`src/rtl/tank_pkg.sv`:
```
// Shared keycode constants, arbiter state encoding and move-key classifiers
// for the two-player tank input path.
package tank_pkg;

    localparam logic [7:0] KC_W     = 8'h1A;
    localparam logic [7:0] KC_A     = 8'h04;
    localparam logic [7:0] KC_S     = 8'h16;
    localparam logic [7:0] KC_D     = 8'h07;
    localparam logic [7:0] KC_LEFT  = 8'h50;
    localparam logic [7:0] KC_RIGHT = 8'h4F;
    localparam logic [7:0] KC_DOWN  = 8'h51;
    localparam logic [7:0] KC_UP    = 8'h52;
    localparam logic [7:0] KC_SPACE = 8'h2C;
    localparam logic [7:0] KC_ENTER = 8'h28;

    typedef enum logic [1:0] {IDLE, SNAP, SCAN, COMMIT} arb_state_t;

    function automatic logic is_p1_move(input logic [7:0] kc);
        return (kc == KC_W) || (kc == KC_A) || (kc == KC_S) || (kc == KC_D);
    endfunction

    function automatic logic is_p2_move(input logic [7:0] kc);
        return (kc == KC_LEFT) || (kc == KC_RIGHT) || (kc == KC_DOWN) || (kc == KC_UP);
    endfunction

endpackage

```
`src/rtl/frame_edge_sync.sv`:
```
// Brings the vsync-derived frame tick into the Clk domain and turns its
// rising edge into a single-cycle pulse.
module frame_edge_sync (
    input  logic Clk,
    input  logic Reset,
    input  logic async_in,
    output logic pulse
);

    logic meta_q, meta_d;
    logic sync_q, sync_d;
    logic sync_prev_q, sync_prev_d;

    always_comb begin
        meta_d      = async_in;
        sync_d      = meta_q;
        sync_prev_d = sync_q;
    end

    always_ff @(posedge Clk or posedge Reset) begin
        if (Reset) begin
            meta_q      <= 1'b0;
            sync_q      <= 1'b0;
            sync_prev_q <= 1'b0;
        end else begin
            meta_q      <= meta_d;
            sync_q      <= sync_d;
            sync_prev_q <= sync_prev_d;
        end
    end

    assign pulse = sync_q & ~sync_prev_q;

endmodule

```
`src/rtl/tank_input_arbiter.sv`:
```
// Once per frame, snapshots the shared keyboard report, scans it one slot per
// cycle and commits one sticky move key plus a rate-limited fire strobe per player.
module tank_input_arbiter
    import tank_pkg::*;
#(
    parameter int NUM_SLOTS       = 4,
    parameter int COOLDOWN_FRAMES = 30,
    parameter int CD_W            = 5
) (
    input  logic                   Clk,
    input  logic                   Reset,
    input  logic                   frame_clk,
    input  logic [8*NUM_SLOTS-1:0] keycodes,
    output logic [7:0]             keycode_p1,
    output logic [7:0]             keycode_p2,
    output logic                   fire_p1,
    output logic                   fire_p2,
    output logic                   busy,
    output logic                   frame_overrun
);

    localparam int              SLOT_W    = (NUM_SLOTS > 1) ? $clog2(NUM_SLOTS) : 1;
    localparam logic [SLOT_W-1:0] LAST_SLOT = SLOT_W'(NUM_SLOTS - 1);
    localparam logic [CD_W-1:0]   CD_LOAD   = CD_W'(COOLDOWN_FRAMES);

    logic frame_start;

    frame_edge_sync u_sync (
        .Clk      (Clk),
        .Reset    (Reset),
        .async_in (frame_clk),
        .pulse    (frame_start)
    );

    arb_state_t              state_q, state_d;
    logic [SLOT_W-1:0]       cnt_q, cnt_d;
    logic [8*NUM_SLOTS-1:0]  snap_q, snap_d;
    logic [8*NUM_SLOTS-1:0]  prev_snap_q, prev_snap_d;
    logic                    p1_hit_q, p1_hit_d, p2_hit_q, p2_hit_d;
    logic [7:0]              p1_first_q, p1_first_d, p2_first_q, p2_first_d;
    logic [7:0]              prev_p1_q, prev_p1_d, prev_p2_q, prev_p2_d;
    logic [7:0]              kc_p1_q, kc_p1_d, kc_p2_q, kc_p2_d;
    logic                    fire_p1_q, fire_p1_d, fire_p2_q, fire_p2_d;
    logic [CD_W-1:0]         cd_p1_q, cd_p1_d, cd_p2_q, cd_p2_d;
    logic                    overrun_q, overrun_d;

    // Fire-key presence in the current and previous snapshots, per slot.
    logic [NUM_SLOTS-1:0] space_now, space_prev, enter_now, enter_prev;

    genvar gi;
    generate
        for (gi = 0; gi < NUM_SLOTS; gi++) begin : g_slot
            assign space_now[gi]  = (snap_q[8*gi +: 8]      == KC_SPACE);
            assign space_prev[gi] = (prev_snap_q[8*gi +: 8] == KC_SPACE);
            assign enter_now[gi]  = (snap_q[8*gi +: 8]      == KC_ENTER);
            assign enter_prev[gi] = (prev_snap_q[8*gi +: 8] == KC_ENTER);
        end
    endgenerate

    logic       space_new, enter_new;
    logic [7:0] cur_slot;
    logic [7:0] win_p1, win_p2;

    assign space_new = (|space_now) & ~(|space_prev);
    assign enter_new = (|enter_now) & ~(|enter_prev);
    assign cur_slot  = snap_q[{cnt_q, 3'b000} +: 8];
    assign win_p1    = p1_hit_q ? prev_p1_q : p1_first_q;
    assign win_p2    = p2_hit_q ? prev_p2_q : p2_first_q;

    always_comb begin
        state_d     = state_q;
        cnt_d       = cnt_q;
        snap_d      = snap_q;
        prev_snap_d = prev_snap_q;
        p1_hit_d    = p1_hit_q;
        p2_hit_d    = p2_hit_q;
        p1_first_d  = p1_first_q;
        p2_first_d  = p2_first_q;
        prev_p1_d   = prev_p1_q;
        prev_p2_d   = prev_p2_q;
        kc_p1_d     = kc_p1_q;
        kc_p2_d     = kc_p2_q;
        fire_p1_d   = 1'b0;
        fire_p2_d   = 1'b0;
        cd_p1_d     = cd_p1_q;
        cd_p2_d     = cd_p2_q;
        overrun_d   = overrun_q | (frame_start && (state_q != IDLE));

        case (state_q)
            IDLE: begin
                if (frame_start) state_d = SNAP;
            end
            SNAP: begin
                snap_d     = keycodes;
                p1_hit_d   = 1'b0;
                p2_hit_d   = 1'b0;
                p1_first_d = 8'h00;
                p2_first_d = 8'h00;
                cnt_d      = '0;
                state_d    = SCAN;
            end
            SCAN: begin
                if ((prev_p1_q != 8'h00) && (cur_slot == prev_p1_q)) p1_hit_d = 1'b1;
                if ((prev_p2_q != 8'h00) && (cur_slot == prev_p2_q)) p2_hit_d = 1'b1;
                if ((p1_first_q == 8'h00) && is_p1_move(cur_slot)) p1_first_d = cur_slot;
                if ((p2_first_q == 8'h00) && is_p2_move(cur_slot)) p2_first_d = cur_slot;
                if (cnt_q == LAST_SLOT) begin
                    // Strobes are prepared here so they are high during COMMIT itself.
                    fire_p1_d = space_new && (cd_p1_q == '0);
                    fire_p2_d = enter_new && (cd_p2_q == '0);
                    state_d   = COMMIT;
                end else begin
                    cnt_d = cnt_q + SLOT_W'(1);
                end
            end
            COMMIT: begin
                kc_p1_d     = win_p1;
                kc_p2_d     = win_p2;
                prev_p1_d   = win_p1;
                prev_p2_d   = win_p2;
                prev_snap_d = snap_q;
                if (fire_p1_q)            cd_p1_d = CD_LOAD;
                else if (cd_p1_q != '0)   cd_p1_d = cd_p1_q - CD_W'(1);
                if (fire_p2_q)            cd_p2_d = CD_LOAD;
                else if (cd_p2_q != '0)   cd_p2_d = cd_p2_q - CD_W'(1);
                state_d = IDLE;
            end
            default: state_d = IDLE;
        endcase
    end

    always_ff @(posedge Clk or posedge Reset) begin
        if (Reset) begin
            state_q     <= IDLE;
            cnt_q       <= '0;
            snap_q      <= '0;
            prev_snap_q <= '0;
            p1_hit_q    <= 1'b0;
            p2_hit_q    <= 1'b0;
            p1_first_q  <= 8'h00;
            p2_first_q  <= 8'h00;
            prev_p1_q   <= 8'h00;
            prev_p2_q   <= 8'h00;
            kc_p1_q     <= 8'h00;
            kc_p2_q     <= 8'h00;
            fire_p1_q   <= 1'b0;
            fire_p2_q   <= 1'b0;
            cd_p1_q     <= '0;
            cd_p2_q     <= '0;
            overrun_q   <= 1'b0;
        end else begin
            state_q     <= state_d;
            cnt_q       <= cnt_d;
            snap_q      <= snap_d;
            prev_snap_q <= prev_snap_d;
            p1_hit_q    <= p1_hit_d;
            p2_hit_q    <= p2_hit_d;
            p1_first_q  <= p1_first_d;
            p2_first_q  <= p2_first_d;
            prev_p1_q   <= prev_p1_d;
            prev_p2_q   <= prev_p2_d;
            kc_p1_q     <= kc_p1_d;
            kc_p2_q     <= kc_p2_d;
            fire_p1_q   <= fire_p1_d;
            fire_p2_q   <= fire_p2_d;
            cd_p1_q     <= cd_p1_d;
            cd_p2_q     <= cd_p2_d;
            overrun_q   <= overrun_d;
        end
    end

    assign keycode_p1    = kc_p1_q;
    assign keycode_p2    = kc_p2_q;
    assign fire_p1       = fire_p1_q;
    assign fire_p2       = fire_p2_q;
    assign busy          = (state_q != IDLE);
    assign frame_overrun = overrun_q;

endmodule
```
`config.mk`:
```
export PLATFORM = sky130hd
export DESIGN_NAME = tank_input_arbiter
export DESIGN_NICKNAME = d
export VERILOG_FILES = /design/src/rtl/tank_pkg.sv /design/src/rtl/frame_edge_sync.sv /design/src/rtl/tank_input_arbiter.sv
export SDC_FILE = /design/constraint.sdc
export NUM_CORES = 1
export LEC_CHECK = 0
export BUFFER_PORTS_ARGS = -buffer_cell sky130_fd_sc_hd__buf_2
export CELL_PAD_IN_SITES_DETAIL_PLACEMENT = 1
export CELL_PAD_IN_SITES_GLOBAL_PLACEMENT = 1
export CORE_AREA = 2 2 90 126
export CTS_CLUSTER_SIZE = 14
export DETAILED_ROUTE_END_ITERATION = 6
export DIE_AREA = 0 0 92 128
export GPL_ROUTABILITY_DRIVEN = 1
export MAX_ROUTING_LAYER = met4
export PLACE_DENSITY = 0.88
export SYNTH_ARGS = -nofsm -noshare
export SYNTH_HDL_FRONTEND = slang
export SYNTH_SLANG_ARGS = --single-unit
```
`constraint.sdc`:
```
create_clock -name Clk -period 6.2 [get_ports Clk]
set_clock_uncertainty 0.2 [all_clocks]
set_input_delay 0.62 -clock Clk [delete_from_list [all_inputs] [get_ports Clk]]
set_output_delay 0.62 -clock Clk [all_outputs]
set_load 0.005 [all_outputs]
```
==> results_dict.tcl, run 1 <==
set metrics [dict create \
    slew_violations 0 \
    die_height_um 128 \
    setup-violations-final 0 \
    netlist-cell-type-count 51 \
    tritoncts "yes" \
    sequentialPowerShare_pct 37.8 \
    drt_iter0_drc 240 \
    ctsRootBufferMaster "sky130_fd_sc_hd__clkbuf_16" \
    reg2reg_to "p1_first_q[1]" \
    number_of_antenna_violations_at_the_first_check_in_global_routing 0 \
    start_util_pct 50.57 \
    hp-class "input port to register" \
    stdcell_area_sq_um 6459 \
    synthToLayoutAreaGrowth_pct 19.38 \
    die_footprint_sq_um 11780 \
    clock_sink_count 118 \
    total_number_of_nets_in_the_final_design 537 \
    postSynth.asyncResetShare_pct 100.0 \
    num_vias 3914 \
    p_sw_mw 1.409 \
    rsz0062_at_grt "no" \
    setup.worst_path.class "register to register" \
    fillerInstances 1074 \
    post-route-min-period_ns 2.567 \
    via_count_of_the_first_global_routing_pass 4433 \
    report.final.hold_viol_count 0 \
    r2r_start "cnt_q[0]" \
    fraction_of_the_cycle_the_final_worst_path_needs_pct 41.40 \
    place.port_buffers 54 \
    worstPathArrival_ns 2.71 \
    pwr-share-comb_pct 34.4 \
    post_drt_via_cell_ratio 6.049 \
    worst_pin_slew_ns 1.141 \
    pin_count_of_the_biggest_net_entering_global_routing 92 \
    ir_worst_vdd_mv 0.3021 \
    timing.slew.headroom_pct 23.93 \
    required_time_of_the_worst_setup_path_ns 6.34 \
    dr.pass1.iters 4 \
    startpoint "cnt_q[0]" \
    cts_htree_levels 4 \
    ys_ff_latch 118 \
    grtUsageTotal_pct 28.51 \
    dominantRegCellSynth "sky130_fd_sc_hd__dfrtp_1" \
    post_route_ant_nets 0 \
    routabilityCongestion 0.8588 \
    die_w_um 92 \
    number_of_top_level_pins 55 \
    post_dp_cell_area_sq_um 5816 \
    cell_area_after_technology_mapping_sq_um 5410 \
    remaining_drc_errors 0 \
    detailedPlacementHpwl_um 9775 \
    postcts_resize_cnt 0 \
    std_cell_rows 45 \
    yosys_warnings 0 \
    tritoncts.num_buffers 17 \
    cp-start-kind "register" \
    fin_ws_ns 3.633 \
    hold_end "u_sync.meta_q" \
    finalSetupTns_ns 0 \
    cts.reportedPaths.clkPinSlew_ns 0.06 \
    clockBufferDepth 2 \
    syn-instance-count 431 \
    hold_depth 1 \
    run_status "completed" \
    switching_share_pct 37.15 \
    rr_worst_depth 5 \
    reg2reg_setup_slack_ns 3.63 \
    p_clk_share_pct 27.8 \
    yosysSeqAreaShare_pct 54.58 \
    synthesis.area_per_instance_sq_um 12.55 \
    antenna_cells 0 \
    total_leakage_power_nw 2.905 \
    final-seq-area_sq_um 2953 \
    power.internal_mw 2.384 \
    max-cap-violations 0 \
    wirelength_um 14950 \
    synth_edf_count 0 \
    pre_cts_setup_slack_ns 3.669 \
    route.detailed.wl_per_inst_um 23.10 \
    power.density_cell_area_nw_per_um2 587.3 \
    area_of_combinational_cells_with_multiple_inputs_sq_um 2327 \
    crit_path_max_fanout 10 \
    core-area_sq_um 10700 \
    min-delay-start "frame_clk" \
    synth_fp_nets 475 \
    clk_latency_ns 0.43 \
    post_route_cells_drive_above_1_share_pct 36.56 \
    max_freq_mhz 389.6 \
    congestion_overflow_gr 0 \
    end_kind "register" \
    grt_first_pass_wirelength_um 24390 \
]
==> critical path, cell delays in order, from the launching register on <==
cell	delay [ns]
sky130_fd_sc_hd__dfrtp_1	0.67
sky130_fd_sc_hd__mux4_2	0.68
sky130_fd_sc_hd__nor3_1	0.36
sky130_fd_sc_hd__and3_1	0.28
sky130_fd_sc_hd__nand4_1	0.17
sky130_fd_sc_hd__o211ai_1	0.13
==> layer usage <==
metal | GRT usage [%] | wire length, um | up-vias
met4 | 14.05 | 496 | 0
met1 | 28.86 | 5261 | 2034
met3 | 6.643 | 732 | 43
met2 | 51.34 | 8454 | 146
li1 | - | - | 1691
met5 | - | 0 | -
==> power groups by stage <==
stage          sequential, mW  combinational (mW)  clock [mW]
3_5_place_dp             1.41                1.26           0
3_3_place_gp             1.37                1.17           0
6_report                 1.43                1.31        1.06
2_1_floorplan            1.25                1.03           0
4_1_cts                  1.42                1.31        1.06
5_1_grt                  1.46                1.43        1.09
==> flip-flops by register name (all words and copies together), names as in the netlist, 2 cells and up <==
name         flops
cd_p2_q          5
p1_first_q       8
cnt_q            2
p2_first_q       8
cd_p1_q          5
keycode_p1       8
keycode_p2       8
prev_snap_q     32
state_q          2
snap_q          32
==> Yosys cell counts, types with 4 or more instances <==
cell | count | area share [%]
sky130_fd_sc_hd__dfrtp_1 | 118 | 55
sky130_fd_sc_hd__mux2_2 | 82 | 17
sky130_fd_sc_hd__nand2_1 | 25 | 1.7
sky130_fd_sc_hd__nor2_1 | 25 | 1.7
sky130_fd_sc_hd__inv_1 | 17 | 1.2
sky130_fd_sc_hd__nand3_1 | 13 | 1.2
sky130_fd_sc_hd__xor2_1 | 12 | 1.9
sky130_fd_sc_hd__a21oi_1 | 11 | 1.0
sky130_fd_sc_hd__o21ai_0 | 11 | 1.0
sky130_fd_sc_hd__ha_1 | 9 | 2.1
sky130_fd_sc_hd__clkbuf_1 | 8 | 0.56
sky130_fd_sc_hd__mux4_2 | 8 | 3.3
sky130_fd_sc_hd__nand4_1 | 8 | 0.93
sky130_fd_sc_hd__nor4_1 | 8 | 0.93
sky130_fd_sc_hd__nor4b_1 | 8 | 1.3
sky130_fd_sc_hd__a31oi_1 | 6 | 0.69
sky130_fd_sc_hd__nor3_1 | 6 | 0.56
sky130_fd_sc_hd__buf_1 | 4 | 0.28
==> layout by cell type, fill, tap and decap left out, types with 4 or more instances in the layout <==
cell type and count:
sky130_fd_sc_hd__a21oi_1 11, sky130_fd_sc_hd__a31oi_1 6, sky130_fd_sc_hd__buf_2 54, sky130_fd_sc_hd__bufinv_16 4, sky130_fd_sc_hd__clkbuf_16 17, sky130_fd_sc_hd__clkinvlp_4 5
sky130_fd_sc_hd__dfrtp_1 118, sky130_fd_sc_hd__ha_1 9, sky130_fd_sc_hd__inv_1 16, sky130_fd_sc_hd__mux2_2 82, sky130_fd_sc_hd__mux4_2 8, sky130_fd_sc_hd__nand2_1 25
sky130_fd_sc_hd__nand3_1 13, sky130_fd_sc_hd__nand4_1 8, sky130_fd_sc_hd__nor2_1 25, sky130_fd_sc_hd__nor3_1 6, sky130_fd_sc_hd__nor4_1 8, sky130_fd_sc_hd__nor4b_1 8
sky130_fd_sc_hd__o21ai_0 11, sky130_fd_sc_hd__xor2_1 12
==> stage by stage <==
step / total power [mW] / instances / hold slack (ns) / utilization [%]
2_1_floorplan: 2.278 / 431 / 0.1312 / -
3_3_place_gp: 2.545 / 614 / 0.1487 / 54.36
3_5_place_dp: 2.671 / 614 / 0.1363 / 54.36
4_1_cts: 3.793 / 647 / 0.1004 / 60.37
5_1_grt: 3.984 / 647 / 0.1022 / 60.37
6_report: 3.793 / 647 / 0.1089 / 60.37
==> cells by family after synthesis <==
kind of cell / share of synthesized area [%]
AOI/OAI and AO/OA: 6.800
xor gates and xnor gates: 2.428
buffers and inverters: 2.405
muxes: 20.40
adders and majority gates: 2.081
and+or+nand+nor: 11.31
DFF: 54.58
==> timing repair <==
action | 4_1_cts | 5_1_grt
endpoints found under the hold margin | 27 | 0
buffers inserted | 0 | 0
hold buffers | 1 | 0
==> worst max path at each step <==
stage | endpoint | slack, ns | cells past startpoint
global placement | p2_first_q[7] | 3.80 | 5
CTS | p1_first_q[1] | 3.62 | 5
finish | p1_first_q[1] | 3.63 | 5
floorplan | cd_p1_q[0] | 2.25 | 1
detailed placement | p1_first_q[1] | 3.67 | 5
global route | p1_first_q[1] | 3.43 | 5
==> layout make-up <==
type	instances	area share, %
clock buffers	20	7.071
well taps	141	2.731
inverters	17	1.027
flip-flops and latches	118	45.72
clock inverters	12	2.731
repair buffers	58	4.688
multi-input cells	281	36.03
(Power assumes the default switching activity.)
==> run 2, diff against run 1 <==
--- a/config.mk
+++ b/config.mk
@@ -5,16 +5,17 @@
 export SDC_FILE = /design/constraint.sdc
 export NUM_CORES = 1
 export LEC_CHECK = 0
+export ABC_AREA = 1
 export BUFFER_PORTS_ARGS = -buffer_cell sky130_fd_sc_hd__buf_2
 export CELL_PAD_IN_SITES_DETAIL_PLACEMENT = 1
 export CELL_PAD_IN_SITES_GLOBAL_PLACEMENT = 1
-export CORE_AREA = 2 2 90 126
+export CORE_AREA = 2 2 100 140
 export CTS_CLUSTER_SIZE = 14
 export DETAILED_ROUTE_END_ITERATION = 6
-export DIE_AREA = 0 0 92 128
+export DIE_AREA = 0 0 102 142
 export GPL_ROUTABILITY_DRIVEN = 1
 export MAX_ROUTING_LAYER = met4
-export PLACE_DENSITY = 0.88
+export PLACE_DENSITY = 0.83
 export SYNTH_ARGS = -nofsm -noshare
 export SYNTH_HDL_FRONTEND = slang
 export SYNTH_SLANG_ARGS = --single-unit
==> constraint.sdc (replaced) <==
create_clock -name Clk -period 2.4 [get_ports Clk]
set_clock_uncertainty 0.2 [all_clocks]
set_input_delay 0.24 -clock Clk [delete_from_list [all_inputs] [get_ports Clk]]
set_output_delay 0.24 -clock Clk [all_outputs]
set_load 0.005 [all_outputs]
==> results_dict.tcl, run 2 <==
set metrics [dict create \
    ctsRootBufferMaster "sky130_fd_sc_hd__clkbuf_16" \
    die_w_um 102 \
    route.detailed.wl_per_inst_um 18.46 \
    worst_path_max_delay_cell "sky130_fd_sc_hd__dfrtp_1" \
    finalSetupTns_ns 0 \
    ir_worst_vdd_mv 0.6471 \
    die_footprint_sq_um 14480 \
    synth.largest_area_cell "sky130_fd_sc_hd__dfrtp_1" \
    post_dp_cell_area_sq_um 6300 \
    setup.worst_path.class "register to register" \
    std_cell_rows 50 \
    required_time_of_the_worst_setup_path_ns 2.50 \
    slew_violations 0 \
    number_of_antenna_violations_at_the_first_check_in_global_routing 0 \
    cpMostUsedCell "sky130_fd_sc_hd__nor2_1" \
    synthToLayoutAreaGrowth_pct 25.53 \
    commonest_non_fill_non_tap_cells_in_the_layout "159 x sky130_fd_sc_hd__nand2_1, 118 x sky130_fd_sc_hd__dfrtp_1, 87 x sky130_fd_sc_hd__inv_1, 62 x sky130_fd_sc_hd__o21ai_0, 55 x sky130_fd_sc_hd__nor2_1" \
    end_kind "register" \
    num_vias 5224 \
    post-synth-top-count-cell "sky130_fd_sc_hd__nand2_1" \
    final_common_cell "sky130_fd_sc_hd__nand2_1" \
    detailedPlacementHpwl_um 11890 \
    clk_latency_ns 0.42 \
    wirelength_um 18130 \
    min-delay-start "u_sync.meta_q" \
    grt_first_pass_wirelength_um 29010 \
    netlist-cell-type-count 38 \
    tritoncts.num_buffers 17 \
    core-area_sq_um 13260 \
    yosys_warnings 0 \
    via_count_of_the_first_global_routing_pass 5767 \
    p_sw_mw 4.706 \
    total_number_of_nets_in_the_final_design 832 \
    drt_iter0_drc 295 \
    syn-instance-count 685 \
    start_util_pct 43.90 \
    setup-violations-final 0 \
    congestion_overflow_gr 0 \
    synth_top_area_share_pct 50.72 \
    p_clk_share_pct 23.8 \
    fraction_of_the_cycle_the_final_worst_path_needs_pct 92.40 \
    tritoncts "yes" \
    dominantRegCellSynth "sky130_fd_sc_hd__dfrtp_1" \
    worst_pin_slew_ns 0.6733 \
    dr.pass1.iters 5 \
    run_status "completed" \
    max-cap-violations 0 \
    switching_share_pct 43.25 \
    number_of_top_level_pins 55 \
    rsz0062_at_grt "no" \
    routabilityCongestion 0.8954 \
    remaining_drc_errors 0 \
    path_cells "inv_2, ha_4, clkinvlp_4, buf_4, nor2_1, nand4_1, nor2_1, nand2_2, nor2_4, nand3_4, nand3_1, nand2_1" \
    synthesis.area_per_instance_sq_um 8.499 \
    clock_sink_count 118 \
    sequentialPowerShare_pct 33.0 \
    grtUsageTotal_pct 27.04 \
    post-route-min-period_ns 2.218 \
    crit_path_max_fanout 8 \
    cts.reportedPaths.clkPinSlew_ns 0.05 \
    post_route_ant_nets 0 \
    worstPathArrival_ns 2.32 \
    ys_ff_latch 118 \
    largest_registers "prev_snap_q (32), snap_q (32)" \
    place.port_buffers 54 \
    cts_htree_levels 4 \
    antenna_cells 0 \
    yosysSeqAreaShare_pct 50.72 \
    total_leakage_power_nw 3.602 \
    max_freq_mhz 450.9 \
    report.final.hold_viol_count 0 \
    synth_edf_count 0 \
    hp-class "register to register" \
    synth_commonest_cells "159 x sky130_fd_sc_hd__nand2_1, 118 x sky130_fd_sc_hd__dfrtp_1, 90 x sky130_fd_sc_hd__inv_1, 62 x sky130_fd_sc_hd__o21ai_0, 55 x sky130_fd_sc_hd__nor2_1" \
    synth_fp_nets 729 \
    postSynth.asyncResetShare_pct 100.0 \
    die_height_um 142 \
    power.internal_mw 6.173 \
    post_drt_via_cell_ratio 5.320 \
    r2r_start "state_q[0]" \
    pwr-share-comb_pct 43.2 \
    startpoint "state_q[0]" \
    clockBufferDepth 2 \
    power.density_cell_area_nw_per_um2 1489 \
    pin_count_of_the_biggest_net_entering_global_routing 119 \
    cell_area_after_technology_mapping_sq_um 5822 \
    post_route_cells_drive_above_1_share_pct 19.50 \
    critPathMaxStageDelay_ns 0.41 \
    timing.slew.headroom_pct 55.12 \
    stdcell_area_sq_um 7308 \
    netlist_top_cells_area "sky130_fd_sc_hd__dfrtp_1 51%, sky130_fd_sc_hd__nand2_1 10%, sky130_fd_sc_hd__inv_1 5.8%" \
    cp-start-kind "register" \
]
[run 2: cell types whose count changed after synthesis, moves of 30 or more]
| cell | previous run | this run |
|---|---|---|
| sky130_fd_sc_hd__nand2_1 | 25 | 159 |
| sky130_fd_sc_hd__inv_1 | 17 | 90 |
| sky130_fd_sc_hd__mux2_2 | 82 | 19 |
| sky130_fd_sc_hd__o21ai_0 | 11 | 62 |
| sky130_fd_sc_hd__nand3_1 | 13 | 54 |
| sky130_fd_sc_hd__nor2_1 | 25 | 55 |
[run 2: path summary, 6_finish.rpt]
path | endpoint | slack [ns] | cells past startpoint
max | p2_first_q[4] | 0.18 | 12
min | u_sync.sync_prev_d | 0.14 | 0
max reg2reg | p2_first_q[4] | 0.18 | 12
min reg2reg | u_sync.sync_prev_d | 0.14 | 0
max in group asynchronous | snap_q[19] | 1.13 | 4
min in group asynchronous | u_sync.meta_q | 0.33 | 4
[run 2: power by group through the flow]
stage / combinational, mW / clock (mW) / sequential (mW)
floorplan: 3.31 / 0 / 3.29
global placement: 4.06 / 0 / 3.53
detailed placement: 4.34 / 0 / 3.57
CTS: 4.51 / 2.62 / 3.56
global route: 5.24 / 2.71 / 3.67
finish: 4.70 / 2.59 / 3.59
[run 2: layout make-up]
| cell class | instances | area [sq um] |
|---|---|---|
| fillers | 1594 | 5954 |
| flip-flops and latches | 118 | 2953 |
| multi-input cells | 453 | 2409 |
| clock inverters | 9 | 125.1 |
| repair buffers | 105 | 763.2 |
| inverters | 93 | 356.6 |
| clock buffers | 22 | 474.2 |
| well taps | 182 | 227.7 |
[run 2: per-layer routing]
metal / up-vias / track usage [%] / wire [um]
met4: 0 / 13.40 / 843
met5: - / - / 0
li1: 2419 / - / -
met3: 65 / 5.452 / 639
met2: 137 / 47.75 / 10040
met1: 2603 / 28.18 / 6611
[run 2: per-stage QoR]
stage	util, %	cells	hold WS [ns]	worst slack (ns)	power [mW]
3_5_place_dp	47.50	910	0.1358	0.2735	7.905
5_1_grt	55.10	982	0.1698	0.004051	11.62
3_3_place_gp	47.50	910	0.1364	0.4042	7.586
2_1_floorplan	-	685	0.07143	0.5180	6.604
6_report	55.10	982	0.1442	0.1823	10.88
4_1_cts	54.58	975	0.1477	0.08643	10.69
[run 2: worst max-delay path, delay by kind of cell (launching register included)]
kind / cells / cell delay, ns
adders and majority gates: 1 / 0.17
buffers and inverters: 3 / 0.47
DFF: 1 / 0.41
and+or+nand+nor: 8 / 0.84
[run 2: cell families (layout without fill, tap and decap cells)]
family / count (synthesis) / in the layout / share of synthesized area, %
and+or+nand+nor: 332 / 332 / 26.31
DFF: 118 / 118 / 50.72
buffers and inverters: 114 / 229 / 8.209
AOI/OAI and AO/OA: 85 / 85 / 7.823
muxes: 19 / 19 / 3.675
adders and majority gates: 9 / 9 / 1.934
xor gates and xnor gates: 8 / 8 / 1.333
[run 2: repair_timing]
action                                  4_1_cts  5_1_grt
hold buffers                                 34        0
endpoints found under the setup margin        0        8
endpoints found under the hold margin       151        0
buffers inserted                              0        7
resized for setup                             0        4
